## src/rtl/auto_command_generator.sv

```systemverilog
// auto_command_generator
// Autopilot front end for the semi-automatic driving controller. When the
// controller sits in WAIT it lets the detector vector settle, picks a
// direction with a right-hand wall-following rule and issues one timed
// command pulse, then uses the controller leaving WAIT as its acknowledge.
// A U-turn is two right-turn pulses; the second one skips settle/decide.
//
// Ports:
//   clk, rst                 clock (rising edge), synchronous active-high reset
//   enable                   autopilot on, sampled in IDLE only
//   *_detector               1 = obstacle, 0 = open
//   state[1:0]               controller state, 2'b11 = WAIT (needs a command)
//   go_straight_command,
//   turn_left_command,
//   turn_right_command       one-hot registered command pulses
//   busy                     high whenever the FSM is not in IDLE
//   stuck                    sticky: dead end seen (all four detectors blocked)
//   error                    sticky: acknowledge timeout
module auto_command_generator #(
  parameter int PULSE_CYCLES  = 4,
  parameter int SETTLE_CYCLES = 8,
  parameter int ACK_TIMEOUT   = 64
) (
  input  logic       clk,
  input  logic       rst,
  input  logic       enable,
  input  logic       front_detector,
  input  logic       back_detector,
  input  logic       left_detector,
  input  logic       right_detector,
  input  logic [1:0] state,
  output logic       go_straight_command,
  output logic       turn_left_command,
  output logic       turn_right_command,
  output logic       busy,
  output logic       stuck,
  output logic       error
);

  typedef enum logic [2:0] {
    S_IDLE, S_SETTLE, S_DECIDE, S_PULSE, S_ACK, S_GAP
  } fsm_e;

  // Command encoding {go_straight, turn_left, turn_right}
  localparam logic [2:0] CMD_GO    = 3'b100;
  localparam logic [2:0] CMD_LEFT  = 3'b010;
  localparam logic [2:0] CMD_RIGHT = 3'b001;

  localparam logic [7:0]  SETTLE_LAST = 8'(SETTLE_CYCLES - 1);
  localparam logic [7:0]  PULSE_LAST  = 8'(PULSE_CYCLES - 1);
  localparam logic [15:0] ACK_LAST    = 16'(ACK_TIMEOUT - 1);

  fsm_e        fsm_q, fsm_d;
  logic [3:0]  det_q, det_d;          // {front, back, left, right}
  logic [7:0]  settle_cnt_q, settle_cnt_d;
  logic [7:0]  pulse_cnt_q, pulse_cnt_d;
  logic [15:0] ack_cnt_q, ack_cnt_d;
  logic [2:0]  dir_q, dir_d;          // command chosen for the next pulse
  logic [2:0]  cmd_q, cmd_d;          // registered command outputs
  logic        uturn_q, uturn_d;
  logic        stuck_q, stuck_d;
  logic        error_q, error_d;
  logic        busy_q, busy_d;

  logic [3:0]  det;
  logic        wait_st;

  assign det     = {front_detector, back_detector, left_detector, right_detector};
  assign wait_st = (state == 2'b11);

  always_comb begin
    fsm_d        = fsm_q;
    det_d        = det_q;
    settle_cnt_d = settle_cnt_q;
    pulse_cnt_d  = pulse_cnt_q;
    ack_cnt_d    = ack_cnt_q;
    dir_d        = dir_q;
    uturn_d      = uturn_q;
    stuck_d      = stuck_q;
    error_d      = error_q;

    case (fsm_q)
      S_IDLE: begin
        if (enable && wait_st) begin
          fsm_d        = S_SETTLE;
          settle_cnt_d = '0;
          det_d        = det;
        end
      end
      S_SETTLE: begin
        // Leaving WAIT has priority over a completing settle count.
        if (!wait_st) begin
          fsm_d = S_IDLE;
        end else if (det != det_q) begin
          det_d        = det;
          settle_cnt_d = '0;
        end else if (settle_cnt_q == SETTLE_LAST) begin
          fsm_d = S_DECIDE;
        end else if (settle_cnt_q != 8'hFF) begin
          settle_cnt_d = settle_cnt_q + 8'd1;
        end
      end
      S_DECIDE: begin
        // Right-hand rule: right, front, left, then U-turn via back.
        fsm_d       = S_PULSE;
        pulse_cnt_d = '0;
        if (!det_q[0]) begin
          dir_d = CMD_RIGHT;
        end else if (!det_q[3]) begin
          dir_d = CMD_GO;
        end else if (!det_q[1]) begin
          dir_d = CMD_LEFT;
        end else if (!det_q[2]) begin
          dir_d   = CMD_RIGHT;
          uturn_d = 1'b1;
        end else begin
          stuck_d = 1'b1;
          fsm_d   = S_IDLE;
        end
      end
      S_PULSE: begin
        if (pulse_cnt_q == PULSE_LAST) begin
          fsm_d     = S_ACK;
          ack_cnt_d = '0;
        end else if (pulse_cnt_q != 8'hFF) begin
          pulse_cnt_d = pulse_cnt_q + 8'd1;
        end
      end
      S_ACK: begin
        // An ack in the same clock as the timeout wins.
        if (!wait_st) begin
          uturn_d = 1'b0;
          fsm_d   = uturn_q ? S_GAP : S_IDLE;
        end else if (ack_cnt_q == ACK_LAST) begin
          error_d = 1'b1;
          uturn_d = 1'b0;
          fsm_d   = S_IDLE;
        end else if (ack_cnt_q != 16'hFFFF) begin
          ack_cnt_d = ack_cnt_q + 16'd1;
        end
      end
      S_GAP: begin
        // Second half of a U-turn: straight back to a right pulse.
        if (wait_st) begin
          dir_d       = CMD_RIGHT;
          pulse_cnt_d = '0;
          fsm_d       = S_PULSE;
        end
      end
      default: fsm_d = S_IDLE;
    endcase

    // Outputs follow the next state so they are registered and aligned.
    cmd_d  = (fsm_d == S_PULSE) ? dir_d : 3'b000;
    busy_d = (fsm_d != S_IDLE);
  end

  always_ff @(posedge clk) begin
    if (rst) begin
      fsm_q        <= S_IDLE;
      det_q        <= '0;
      settle_cnt_q <= '0;
      pulse_cnt_q  <= '0;
      ack_cnt_q    <= '0;
      dir_q        <= '0;
      cmd_q        <= '0;
      uturn_q      <= 1'b0;
      stuck_q      <= 1'b0;
      error_q      <= 1'b0;
      busy_q       <= 1'b0;
    end else begin
      fsm_q        <= fsm_d;
      det_q        <= det_d;
      settle_cnt_q <= settle_cnt_d;
      pulse_cnt_q  <= pulse_cnt_d;
      ack_cnt_q    <= ack_cnt_d;
      dir_q        <= dir_d;
      cmd_q        <= cmd_d;
      uturn_q      <= uturn_d;
      stuck_q      <= stuck_d;
      error_q      <= error_d;
      busy_q       <= busy_d;
    end
  end

  assign go_straight_command = cmd_q[2];
  assign turn_left_command   = cmd_q[1];
  assign turn_right_command  = cmd_q[0];
  assign busy                = busy_q;
  assign stuck               = stuck_q;
  assign error               = error_q;

endmodule

```

## config.mk

```make
export PLATFORM = sky130hd
export DESIGN_NAME = auto_command_generator
export DESIGN_NICKNAME = d
export VERILOG_FILES = /design/src/rtl/auto_command_generator.sv
export SDC_FILE = /design/constraint.sdc
export NUM_CORES = 1
export LEC_CHECK = 0
export BUFFER_PORTS_ARGS = -buffer_cell sky130_fd_sc_hd__buf_2
export CAP_MARGIN = 20
export CORE_ASPECT_RATIO = 1.25
export CORE_MARGIN = 1
export CORE_UTILIZATION = 45
export DETAILED_ROUTE_END_ITERATION = 16
export GPL_ROUTABILITY_DRIVEN = 0
export GPL_TIMING_DRIVEN = 0
export PLACE_DENSITY = 0.74
export SYNTH_ARGS = -nofsm -noshare
export SYNTH_HDL_FRONTEND = slang
export SYNTH_SLANG_ARGS = --single-unit
export TNS_END_PERCENT = 100
```

## constraint.sdc

```tcl
create_clock -name clk -period 1.9 [get_ports clk]
set_input_delay 0.38 -clock clk [delete_from_list [all_inputs] [get_ports clk]]
set_output_delay 0.38 -clock clk [all_outputs]
set_load 0.01 [all_outputs]
```

Word level (Yosys, flattened, before mapping):

Cells that the tools add are included.

* register bits after elaboration: 49
* input port bits: 9

* add/sub/neg operators: 3
* equality and inequality tests: 31
* multiplexer cells: 46
* bitwise logic cells: 1
* reductions and logical operators: 15

Operator list (number)
* $mux 16: 4
* $mux 8: 8
* $mux 3: 14
* $pmux 16 s2: 1
* $ne 2x2->1 const B: 14
* $pmux 8 s3: 1
* $pmux 3 s6: 1
* $add 16x1->16 const B: 1
* $add 8x1->8 const B: 2
* $eq 16x6->1 const B: 1
* $ne 16x16->1 const B: 1
* $ne 8x8->1 const B: 2
* $pmux 8 s2: 1
* $reduce_and 5->1: 3
* $mux 4: 3
* $eq 3x2->1 const B: 3
* $ne 3x3->1 const B: 3
* $eq 8x2->1 const B: 1
* $eq 8x3->1 const B: 1
* $mux 2: 4
* $pmux 4 s2: 1
* $reduce_and 4->1: 2
* $eq 3x3->1 const B: 2
* $mux 1: 6
* 13 further kinds: 16

Depth between registers and ports, before layout:

Gate-level depths: netlist of run 1.

* depth after elaboration: 8
* gate-level depth with buffers: 8
* mapped depth without buffers: 6

Least setup slack after synthesis of run 1:

No wires, ideal clock.

* path kind: register to register
* start: register pulse_cnt_q[0]
* end: register ack_cnt_q[14]
* arrival time: 2018 ps
* path slack: -190 ps
* stages on the path, launching flop included: 8
* buffers on the path: 1
* cells stage by stage: dfxtp_1 -> ha_1 -> nor3b_1 -> and2_1 -> a22oi_2 -> buf_6 -> nor4_1 -> mux2i_1

* longest elaborated chain between the ends: 3

RTL lines
* start: declaration: line 56 `logic [7:0] pulse_cnt_q, pulse_cnt_d;`
* start signal: assignment: line 175 `pulse_cnt_q <= pulse_cnt_d;`
* $eq 8x2->1: line 122 `if (pulse_cnt_q == PULSE_LAST) begin`
* $ne 2x2->1 (no line)
* $reduce_and 5->1 (no line)
* end signal: assignment: line 176 `ack_cnt_q <= ack_cnt_d;`
* end: declaration: line 57 `logic [15:0] ack_cnt_q, ack_cnt_d;`

Every way passes these cells.
A chain may end at the register's enable or synchronous reset.

Worst setup path after layout of run 1:

* start: register settle_cnt_q[3]
* end: register busy_q, in the netlist busy

* longest elaborated chain between the ends: 6

RTL lines
* start: declaration: line 55 `logic [7:0] settle_cnt_q, settle_cnt_d;`
* start signal: assignment: line 174 `settle_cnt_q <= settle_cnt_d;`
* $eq 8x3->1: line 97 `end else if (settle_cnt_q == SETTLE_LAST) begin`
* $mux 3: line 97
* $mux 3: line 94 `end else if (det != det_q) begin`
* $mux 3: line 92 `if (!wait_st) begin`
* $pmux 3 s6: line 82 `case (fsm_q)`
* $reduce_bool 3->1: line 155 `busy_d = (fsm_d != S_IDLE);`
* end signal: assignment: line 182 `busy_q <= busy_d;`
* end: declaration: line 63 `logic busy_q, busy_d;`

Every way passes these cells.

==> key figures, run 1 <==
Power
  • Power share of the combinational group: under 10%
  • Psw: between 0.4 and 0.5 mW
  • Flop pwr share: 54.1%
  • Clock power share: between 40 and 50%
  • Sw frac: 22.0%
  • Power per Cell Area: 556 nW/um^2
  • Peak VDD IR: roughly 0.48 mV
  • Internal power: about 1.5 mW
  • Leakage power: 1.15 nW

Logic synthesis
  • Largest area contributor in the netlist: dfxtp_1
  • Synth top area share: between 30% and 40%
  • Synth Register Bits: just under 50
  • Post-Syn Nets: about 320
  • Cells after Synth: approximately 310
  • Synth unique cells: between 50 and 60
  • Prevailing post-synth register cell: dfxtp_1
  • Post-Syn Area: approximately 2600 sq um
  • Yosys Warn Count: 0
  • Synth top area cells: dfxtp_1 37%, nor2_1 4.9%, o31ai_1 4.0%
  • Ys async rst share: 0%
  • Synth Area per Inst: 8.41 sq um
  • Post-synth EDFFs: 0
  • Sequential fraction of the synthesis area: between 30% and 40%

Critical path
  • Worst setup EP type: register
  • Setup crit start kind: register
  • CP max FO: 2
  • Setup CP Type: register to register
  • Crit path DAT: ~2.3 ns
  • Critical path required time: about 2.1 ns

Run status
  • Status: finished with violations
  • Violated checks: negative setup slack

STA
  • Slew margin rel.: around 67%
  • Worst-margin pin slew: a little under 0.5 ns
  • Layout Skew: around 0.011 ns
  • Setup ws final: -0.226 ns
  • Final min period: 2.13 ns
  • Final Hold Slack: between 0.3 and 0.4 ns
  • # setup viols final: 7
  • Max-slew violations: 0
  • Unrepaired setup endpoints after global routing: true
  • Fin Setup TNS: -0.470 ns
  • Fmax: between 400 and 500 MHz
  • Tcrit/Tclk final: 112%
  • Fin. Hold Viols: 0

Floorplan
  • Initial Util: a little under half
  • IO Pins: 15
  • Core Rows: 30
  • Die area: 6120 sq um
  • Die H: between 80 and 90 um
  • Die W: roughly 70 um
  • Core area: ~5500 sq um

Finish
  • Commonest non-fill, non-tap cell in the layout: nor2_1
  • Final Cell Area: 3420 sq um
  • Area grow syn2layout: 30.6%
  • Nets: around 370
  • Fraction of layout cells with a size suffix above 1: 33.1%
  • Most frequent cells in the layout: 33 x nor2_1, 29 x dfxtp_1, 26 x nand2_1, 26 x buf_4, 17 x a21oi_1
  • Area of the multi-input gates: between 1500 and 2000 sq um
  • Non-Filler Instances: between 400 and 500
  • Final Util: approximately three fifths
  • Reg area: approximately 1000 sq um
  • Fillers: 459
  • Ant. Diodes: 0

Routing
  • DR vias: 2,615
  • WL per Instance: 16.4 um
  • Routed vias/inst: 6.23
  • Routed WL: a little under 7 mm
  • Drt initial violations: 106
  • Detailed-route DRC error count: 0
  • Router iterations before antenna repair: 5
  • DRT antenna net count: 0

Clock tree
  • Clock latency at the later pin of the worst-skew pair: slightly above 0.3 ns
  • CTS buffer count: 5
  • Worst-path clk slew: approximately 0.09 ns
  • Clock Tree Buf Depth: 2
  • CTS tree: yes
  • Clock sink count: between 40 and 50
  • H-tree Lvls: 2
  • Root Buffer: clkbuf_8

Global routing
  • Global route overflow: 0
  • Number of antenna violations at the first check in global routing: 0
  • Overall Global Routing Usage: 22.4%
  • Vias in the first global route: 2,431
  • Largest net degree at the start of global routing: 16
  • First-pass GRT wire length: 11.1 mm

Placed design
  • Placement Cell Area: between 2000 and 3000 sq um
  • Cells after DPL: between 300 and 400
  • PortBufs: 14
  • Hpwl dp: between 4 and 5 mm

Hold path
  • Hold Crit Class: input port to register

Flow run
  • Max-Cap Viols: 0
critical path, cell delays in order, from the launching register on:
cell and delay, ns:
dfxtp_2 0.33, or4_4 0.52, or2_1 0.25, o311a_1 0.31, o31a_1 0.25, or3_1 0.33
cell usage after synthesis, types with 3 or more instances:
cell and n:
dfxtp_1 49, nor2_1 34, nand2_1 27, a21oi_1 20, nand4_1 14, o31ai_1 14, nand3_1 11, or4_1 10
and3_1 9, clkbuf_1 9, mux2i_1 7, a31oi_1 6, nor4_1 6, o2111ai_1 6, or3_1 6, xor2_1 6
inv_1 5, nand2b_1 5, o21ai_0 5, buf_2 4, xnor2_1 4, a22oi_1 3, and2_1 3, ha_1 3
nor4_2 3
sequential cells by signal, summed over array words and instances, names as in the netlist:
name / flops
ack_cnt_q: 16
pulse_cnt_q: 8
settle_cnt_q: 8
det_q: 4
cmd_q: 3
dir_q: 3
fsm_q: 3
busy: 1
error: 1
stuck: 1
uturn_q: 1
power groups by stage:
| stage | Sequential (mW) | Clock [mW] | Combinational [mW] |
|---|---|---|---|
| floorplan | 1.06 | 0 | 0.0549 |
| global placement | 1.06 | 0 | 0.0815 |
| detailed placement | 1.06 | 0 | 0.0836 |
| CTS | 1.04 | 0.802 | 0.0827 |
| global route | 1.03 | 0.841 | 0.0978 |
| finish | 1.03 | 0.782 | 0.0885 |
metal layers:
| metal | vias to the layer above | part of all wire, % | global-route usage [%] |
|---|---|---|---|
| met5 | - | 0 | 0 |
| met4 | 0 | 2.1 | 8.18 |
| met3 | 13 | 2.6 | 3.59 |
| met2 | 56 | 55 | 42.0 |
| met1 | 1269 | 40 | 25.4 |
| li1 | 1277 | - | - |
through the flow:
step                      worst slack [ns]  power [mW]
after detailed placement            -0.386        1.14
after CTS                           -0.210        1.92
after global routing                -0.288        1.97
after floorplan                     -0.122        1.11
final                               -0.226        1.90
after global placement              -0.371        1.14
what timing repair did:
item                       in CTS  in global routing
resized for setup              30                 57
hold buffers                    0                  0
setup buffers                  11                 16
gates cloned                    2                  0
pin swaps                      16                 22
setup endpoints to repair      31                 33
cell type report:
| class | count | area share [%] |
|---|---|---|
| buffer | 10 | 1.87 |
| clock buffer | 6 | 2.42 |
| clock inverter | 2 | 1.10 |
| inverter | 6 | 0.659 |
| multi-input combinational | 242 | 53.2 |
| sequential | 49 | 30.0 |
| tap | 64 | 2.34 |
| timing repair buffer | 41 | 8.46 |
kinds of logic (layout without fill, tap and decap cells):
logic type | Yosys count | count (layout) | synth area share (%)
and+or+nand+nor | 145 | 145 | 30.8
AOI/OAI and AO/OA | 76 | 77 | 20.5
muxes | 7 | 7 | 2.68
adders and majority gates | 3 | 3 | 1.43
xor gates and xnor gates | 10 | 10 | 3.35
buffers and inverters | 21 | 65 | 3.78
DFF | 49 | 49 | 37.5
final timing paths:
path / start / cells past startpoint / slack (ns) / end
worst max register to register: settle_cnt_q[3] / 5 / -0.23 / busy
worst max-delay path: settle_cnt_q[3] / 5 / -0.23 / busy
worst min register to register: settle_cnt_q[4] / 1 / 0.47 / settle_cnt_q[4]
worst min-delay path: left_detector / 3 / 0.33 / det_q[1]
No activity file was read; power rests on OpenSTA's default activity.
==> run 2: changes to the inputs <==
HOLD_SLACK_MARGIN = 0.06   (was not set)
RECOVER_POWER = 100   (was not set)
==> run 2 against run 1 <==
Compared with the run above:
- the flow still finishes with violations (negative setup slack)
- first-iteration DRC count shrank 9.4%
- critical path type unchanged
- largest cell class unchanged
- clock power is essentially flat
- clock skew grew 0.00087 ns
- final area shrank 0.59%
- final cell count is the same
==> key figures, run 2 (synthesis results as in run 1) <==
Run status
  • Status: finished with violations
  • Violated checks: negative setup slack

Routing
  • Detailed-route DRC error count: 0 (unchanged)
  • Routed WL: 6.92 mm (+0.28%)
  • Router iterations before antenna repair: 4 (-1)
  • WL per Instance: 16.5 um (+0.28%)
  • Drt initial violations: 96 (-9.4%)
  • Routed vias/inst: 6.23 (about the same)
  • DR vias: 2,616 (+0.038%)
  • DRT antenna net count: 0 (unchanged)

Power
  • Leakage power: 1.12 nW (-2.7%)
  • Pwr Total: 1.90 mW (about the same)
  • Power share of the combinational group: 4.5% (-0.2 points)
  • Internal power: 1.48 mW (about the same)
  • Power per Cell Area: 559 nW/um^2 (+0.59%)
  • Sw frac: 22.1% (+0.073 points)
  • Psw: 0.419 mW (+0.33%)
  • Clock power share: 41.3% (about the same)
  • Peak VDD IR: 0.482 mV (+0.28%)
  • Flop pwr share: 54.1% (about the same)

Global routing
  • Overall Global Routing Usage: 22.4% (unchanged)
  • First-pass GRT wire length: 11.1 mm (unchanged)
  • Vias in the first global route: 2,431 (unchanged)
  • Number of antenna violations at the first check in global routing: 0 (unchanged)
  • Global route overflow: 0 (unchanged)
  • Largest net degree at the start of global routing: 16 (unchanged)

Finish
  • Final Util: 61.6% (-0.36 points)
  • Non-Filler Instances: 420 (unchanged)
  • Fraction of layout cells with a size suffix above 1: 31.2% (-2.0 points)
  • Commonest non-fill, non-tap cell in the layout: nor2_1
  • Biggest regs: ack_cnt_q (16), pulse_cnt_q (8), settle_cnt_q (8)
  • Final Cell Area: 3400 sq um (-0.59%)
  • Most frequent cells in the layout: 33 x nor2_1, 29 x dfxtp_1, 26 x nand2_1
  • Fillers: 465 (+1.3%)
  • Ant. Diodes: 0 (unchanged)
  • Nets: 367 (unchanged)
  • Biggest register: ack_cnt_q
  • Number of flip-flops in the largest register: 16 (unchanged)
  • Area grow syn2layout: 29.8%

STA
  • Layout Skew: 0.0116 ns (+0.000868 ns)
  • # setup viols final: 13 (+6)
  • Worst-margin pin slew: 0.503 ns (+0.00723 ns)
  • Slew margin rel.: 66.5% (-0.26 points)
  • Max-slew violations: 0 (unchanged)
  • Final Hold Slack: 0.330 ns (-0.00179 ns)
  • Unrepaired setup endpoints after global routing: true
  • Fin Setup TNS: -0.531 ns (-0.0609 ns)
  • Final min period: 2.13 ns (+0.00217 ns)
  • Fin. Hold Viols: 0 (unchanged)
  • Fmax: 470 MHz (-0.10%)
  • Tcrit/Tclk final: 112% (+0.11 points)
  • Setup ws final: -0.228 ns (-0.00217 ns)

Hold path
  • Hold Crit Class: input port to register

Critical path
  • Worst setup EP type: register
  • Max incr delay on CP: 0.52 ns (about the same)
  • Crit path DAT: 2.32 ns (about the same)
  • Cell count along the critical path: 5 (unchanged)
  • Critical path required time: 2.09 ns (about the same)
  • Setup crit start kind: register
  • Crit path buf inv count: 0 (unchanged)
  • Critical R2R Capture: busy
  • Register-to-register setup slack: -0.23 ns (about the same)
  • RR Startpoint: settle_cnt_q[3]
  • Crit path cell chain: or4_4 -> or2_1 -> o311a_1 -> o31a_1 -> or3_1
  • CP top delay family: simple AND/OR/NAND/NOR gates
  • FF-to-FF path depth: 5 (unchanged)
  • CP max FO: 2 (unchanged)
  • CP Launch Point: settle_cnt_q[3]
  • Setup CP Type: register to register
  • CP max stage cell: or4_4
  • Setup crit end: busy

Placed design
  • Hpwl dp: 4.18 mm (unchanged)
  • PortBufs: 14 (unchanged)
  • Cells after DPL: 389 (unchanged)
  • Placement Cell Area: 2790 sq um (unchanged)
  • Dpl ws: -0.386 ns (unchanged)

Clock tree
  • CTS tree: yes
  • CTS buffer count: 5 (unchanged)
  • Clock latency at the later pin of the worst-skew pair: 0.31 ns (about the same)
  • Root Buffer: clkbuf_8
  • Clock Tree Buf Depth: 2 (unchanged)
  • Worst-path clk slew: 0.09 ns (about the same)
  • Quantity of hold-fixing buffers added after cts: 0 (unchanged)
  • H-tree Lvls: 2 (unchanged)
  • Clock sink count: 49 (unchanged)

Floorplan
  • Core area: 5520 sq um (unchanged)
  • Die H: 87.3 um (unchanged)
  • Core Rows: 30 (unchanged)
  • IO Pins: 15 (unchanged)
  • Initial Util: 47.4% (unchanged)
  • Die W: 70.2 um (unchanged)
  • Die area: 6120 sq um (unchanged)

Flow run
  • Max-Cap Viols: 0 (unchanged)
run 2: worst min path at each step:
stage,from,endpoint,slack (ns),cells past startpoint
3_3_place_gp,stuck,stuck,0.45,2
3_5_place_dp,stuck,stuck,0.46,2
6_report,left_detector,det_q[1],0.33,3
2_1_floorplan,settle_cnt_q[3],settle_cnt_q[3],0.44,1
5_1_grt,left_detector,det_q[1],0.34,3
4_1_cts,left_detector,det_q[1],0.32,3
run 2: power by group through the flow:
| stage | clock network [mW] | logic, mW | registers, mW |
|---|---|---|---|
| 2_1_floorplan | 0 | 0.0549 | 1.06 |
| 3_3_place_gp | 0 | 0.0815 | 1.06 |
| 3_5_place_dp | 0 | 0.0836 | 1.06 |
| 4_1_cts | 0.802 | 0.0827 | 1.04 |
| 5_1_grt | 0.841 | 0.0956 | 1.03 |
| 6_report | 0.784 | 0.0864 | 1.03 |
run 2: layer usage:
metal / wire, um / GRT usage [%]
met1: 2830 / 25.4
met2: 3790 / 42.0
met3: 153 / 3.59
met4: 146 / 8.18
met5: 0 / 0
run 2: layout make-up:
type,instances,area (sq um),share of cell area [%]
Clock inverter,2,37.5,1.10
Tap cell,64,80.1,2.36
Multi-Input combinational cell,242,1810,53.3
Sequential cell,49,1020,30.1
Inverter,6,22.5,0.663
Buffer,10,63.8,1.88
Timing Repair Buffer,41,278,8.18
Clock buffer,6,82.6,2.43
run 2: worst register-to-register path, cell delays in order, from the launching register on:
cell and delay (ns):
dfxtp_2 0.34, or4_4 0.53, or2_1 0.25, o311a_1 0.31, o31a_1 0.26, or3_1 0.33
run 2: timing repair:
| action | 4_1_cts | 5_1_grt |
|---|---|---|
| pin swaps | 16 | 22 |
| gates resized for setup | 30 | 57 |
| cloned | 2 | 0 |
| endpoints found under the setup margin | 31 | 33 |
| buffers inserted | 11 | 16 |
==> run 3: changes to the inputs <==
PLACE_DENSITY = 0.72   (was 0.74)
TNS_END_PERCENT = 50   (was 100)
clock period = 2.3 ns   (was 1.9 ns; I/O delays follow)
==> run 3 against run 2 <==
Compared with the run above:
- the run now ends clean
- sequential share of layout area grew 3.4 points
- flip-flop and latch count is the same
- clock skew shrank 0.0033 ns
- critical path depth grew 3
- power shrank 24%
- global-route usage shrank 2.8 points
- critical endpoint unchanged
==> key figures, run 3 (synthesis results as in run 1) <==
Critical path
  • Worst setup EP type: register
  • CP max stage cell: or3_1
  • Critical path required time: 2.47 ns (+0.38 ns)
  • Max incr delay on CP: 0.42 ns (-0.10 ns)
  • CP top delay family: simple AND/OR/NAND/NOR gates
  • Setup CP Type: register to register
  • CP max FO: 6 (+4)
  • Crit path buf inv count: 2 (+2)
  • Crit path DAT: 2.40 ns (+0.08 ns)
  • Setup crit start kind: register
  • Crit path cell chain: ha_1 -> and3_1 -> clkbuf_1 -> nand4_1 -> buf_4 -> mux2i_1 -> o32ai_1 -> or3_1

Finish
  • Most frequent cells in the layout: 47 x dfxtp_1, 33 x nor2_1, 27 x nand2_1
  • Nets: 350 (-4.6%)
  • Number of flip-flops in the largest register: 16 (unchanged)
  • Area of the multi-input gates: 1580 sq um (-13%)
  • Biggest register: ack_cnt_q
  • Non-Filler Instances: 402 (-4.3%)
  • Final Cell Area: 2940 sq um (-14%)
  • Reg area: 983 sq um (-3.9%)
  • Commonest non-fill, non-tap cell in the layout: dfxtp_1
  • Final Util: 53.2% (-8.4 points)
  • Fraction of layout cells with a size suffix above 1: 12.4% (-19 points)
  • Biggest regs: ack_cnt_q (16), pulse_cnt_q (8), settle_cnt_q (8)
  • Area grow syn2layout: 12.2%
  • Ant. Diodes: 0 (unchanged)
  • Fillers: 515 (+11%)

Global routing
  • Global route overflow: 0 (unchanged)
  • Number of antenna violations at the first check in global routing: 0 (unchanged)
  • First-pass GRT wire length: 9.78 mm (-12%)
  • Vias in the first global route: 2,192 (-9.8%)
  • Largest net degree at the start of global routing: 14 (-2)
  • Overall Global Routing Usage: 19.6% (-2.8 points)

Clock tree
  • Clock sink count: 49 (unchanged)
  • CTS tree: yes
  • CTS buffer count: 5 (unchanged)
  • Worst-path clk slew: 0.09 ns (about the same)
  • H-tree Lvls: 2 (unchanged)
  • Clock latency at the later pin of the worst-skew pair: 0.30 ns (about the same)
  • Root Buffer: clkbuf_8
  • Quantity of hold-fixing buffers added after cts: 0 (unchanged)
  • Clock Tree Buf Depth: 2 (unchanged)

Floorplan
  • Initial Util: 47.4% (unchanged)
  • Core Rows: 30 (unchanged)
  • Die H: 87.3 um (unchanged)
  • Die area: 6120 sq um (unchanged)
  • IO Pins: 15 (unchanged)
  • Die W: 70.2 um (unchanged)
  • Core area: 5520 sq um (unchanged)

Power
  • Power per Cell Area: 489 nW/um^2 (-12%)
  • Pwr Total: 1.44 mW (-24%)
  • Peak VDD IR: 0.323 mV (-33%)
  • Leakage power: 0.970 nW (-13%)

STA
  • Layout Skew: 0.00831 ns (-0.00329 ns)
  • Slew margin rel.: 50.4% (-16 points)
  • Final Hold Slack: 0.421 ns (+0.0912 ns)
  • Tcrit/Tclk final: 97.0% (-15 points)
  • Worst-margin pin slew: 0.740 ns (+0.238 ns)
  • Fmax: 448 MHz (-4.6%)
  • Fin. Hold Viols: 0 (unchanged)
  • Final min period: 2.23 ns (+0.103 ns)
  • Max-slew violations: 0 (unchanged)
  • # setup viols final: 0 (-13)

Routing
  • Routed WL: 5.75 mm (-17%)
  • DR vias: 2,455 (-6.2%)
  • Detailed-route DRC error count: 0 (unchanged)
  • Drt initial violations: 92 (-4.2%)
  • DRT antenna net count: 0 (unchanged)
  • WL per Instance: 14.3 um (-13%)
  • Router iterations before antenna repair: 4 (unchanged)
  • Routed vias/inst: 6.11 (-2.0%)

Hold path
  • Hold Crit Class: input port to register

Placed design
  • Hpwl dp: 4.15 mm (-0.61%)
  • Placement Cell Area: 2770 sq um (-0.67%)
  • PortBufs: 14 (unchanged)
  • Cells after DPL: 389 (unchanged)

Flow run
  • Max-Cap Viols: 0 (unchanged)

Run status
  • Status: finished clean
==> run 3: tightest hold or removal path, delay by kind of cell <==
| family | cells | cell delay (ns) |
|---|---|---|
| buffers and inverters | 1 | 0.10 |
| AO/OA/AOI/OAI | 1 | 0.06 |
| AND/OR/NAND/NOR | 1 | 0.07 |
==> run 3: layout make-up <==
| type | instances | area share [%] |
|---|---|---|
| inverters | 6 | 0.767 |
| clock buffers | 7 | 2.94 |
| plain buffers | 13 | 2.34 |
| multi-input cells | 241 | 53.7 |
| repair buffers | 22 | 4.05 |
| well taps | 64 | 2.73 |
| flip-flops and latches | 49 | 33.5 |
==> run 3: report_power, final <==
part           internal (mW)  switching [mW]
clock                  0.239           0.269
combinational         0.0261          0.0451
sequential             0.851         0.00532
==> run 3: path summary, 6_finish.rpt <==
check | depth (start not counted) | end | startpoint | slack, ns
worst max-delay path | 8 | busy | ack_cnt_q[0] | 0.07
worst min-delay path | 3 | det_q[1] | left_detector | 0.42
worst max register to register | 8 | busy | ack_cnt_q[0] | 0.07
worst min register to register | 2 | error | error | 0.48
==> run 3: metrics by stage <==
step,setup TNS (ns),worst slack (ns)
global placement,-0.836,-0.148
global route,-0.0308,-0.0261
CTS,0,0.000956
finish,0,0.0684
floorplan,0,0.210
detailed placement,-0.972,-0.170
==> run 3: what timing repair did <==
action	CTS	global route
setup endpoints to repair	10	20
resized for setup	2	8
buffers inserted	2	6
pin swaps	1	1
==> run 3: metal layers <==
layer | track usage (%) | share of wire (%) | vias to the layer above
met1 | 22.7 | 45 | 1157
met5 | 0 | 0 | -
li1 | - | - | 1240
met4 | 6.91 | 2.0 | 0
met3 | 3.24 | 2.7 | 8
met2 | 36.2 | 51 | 50
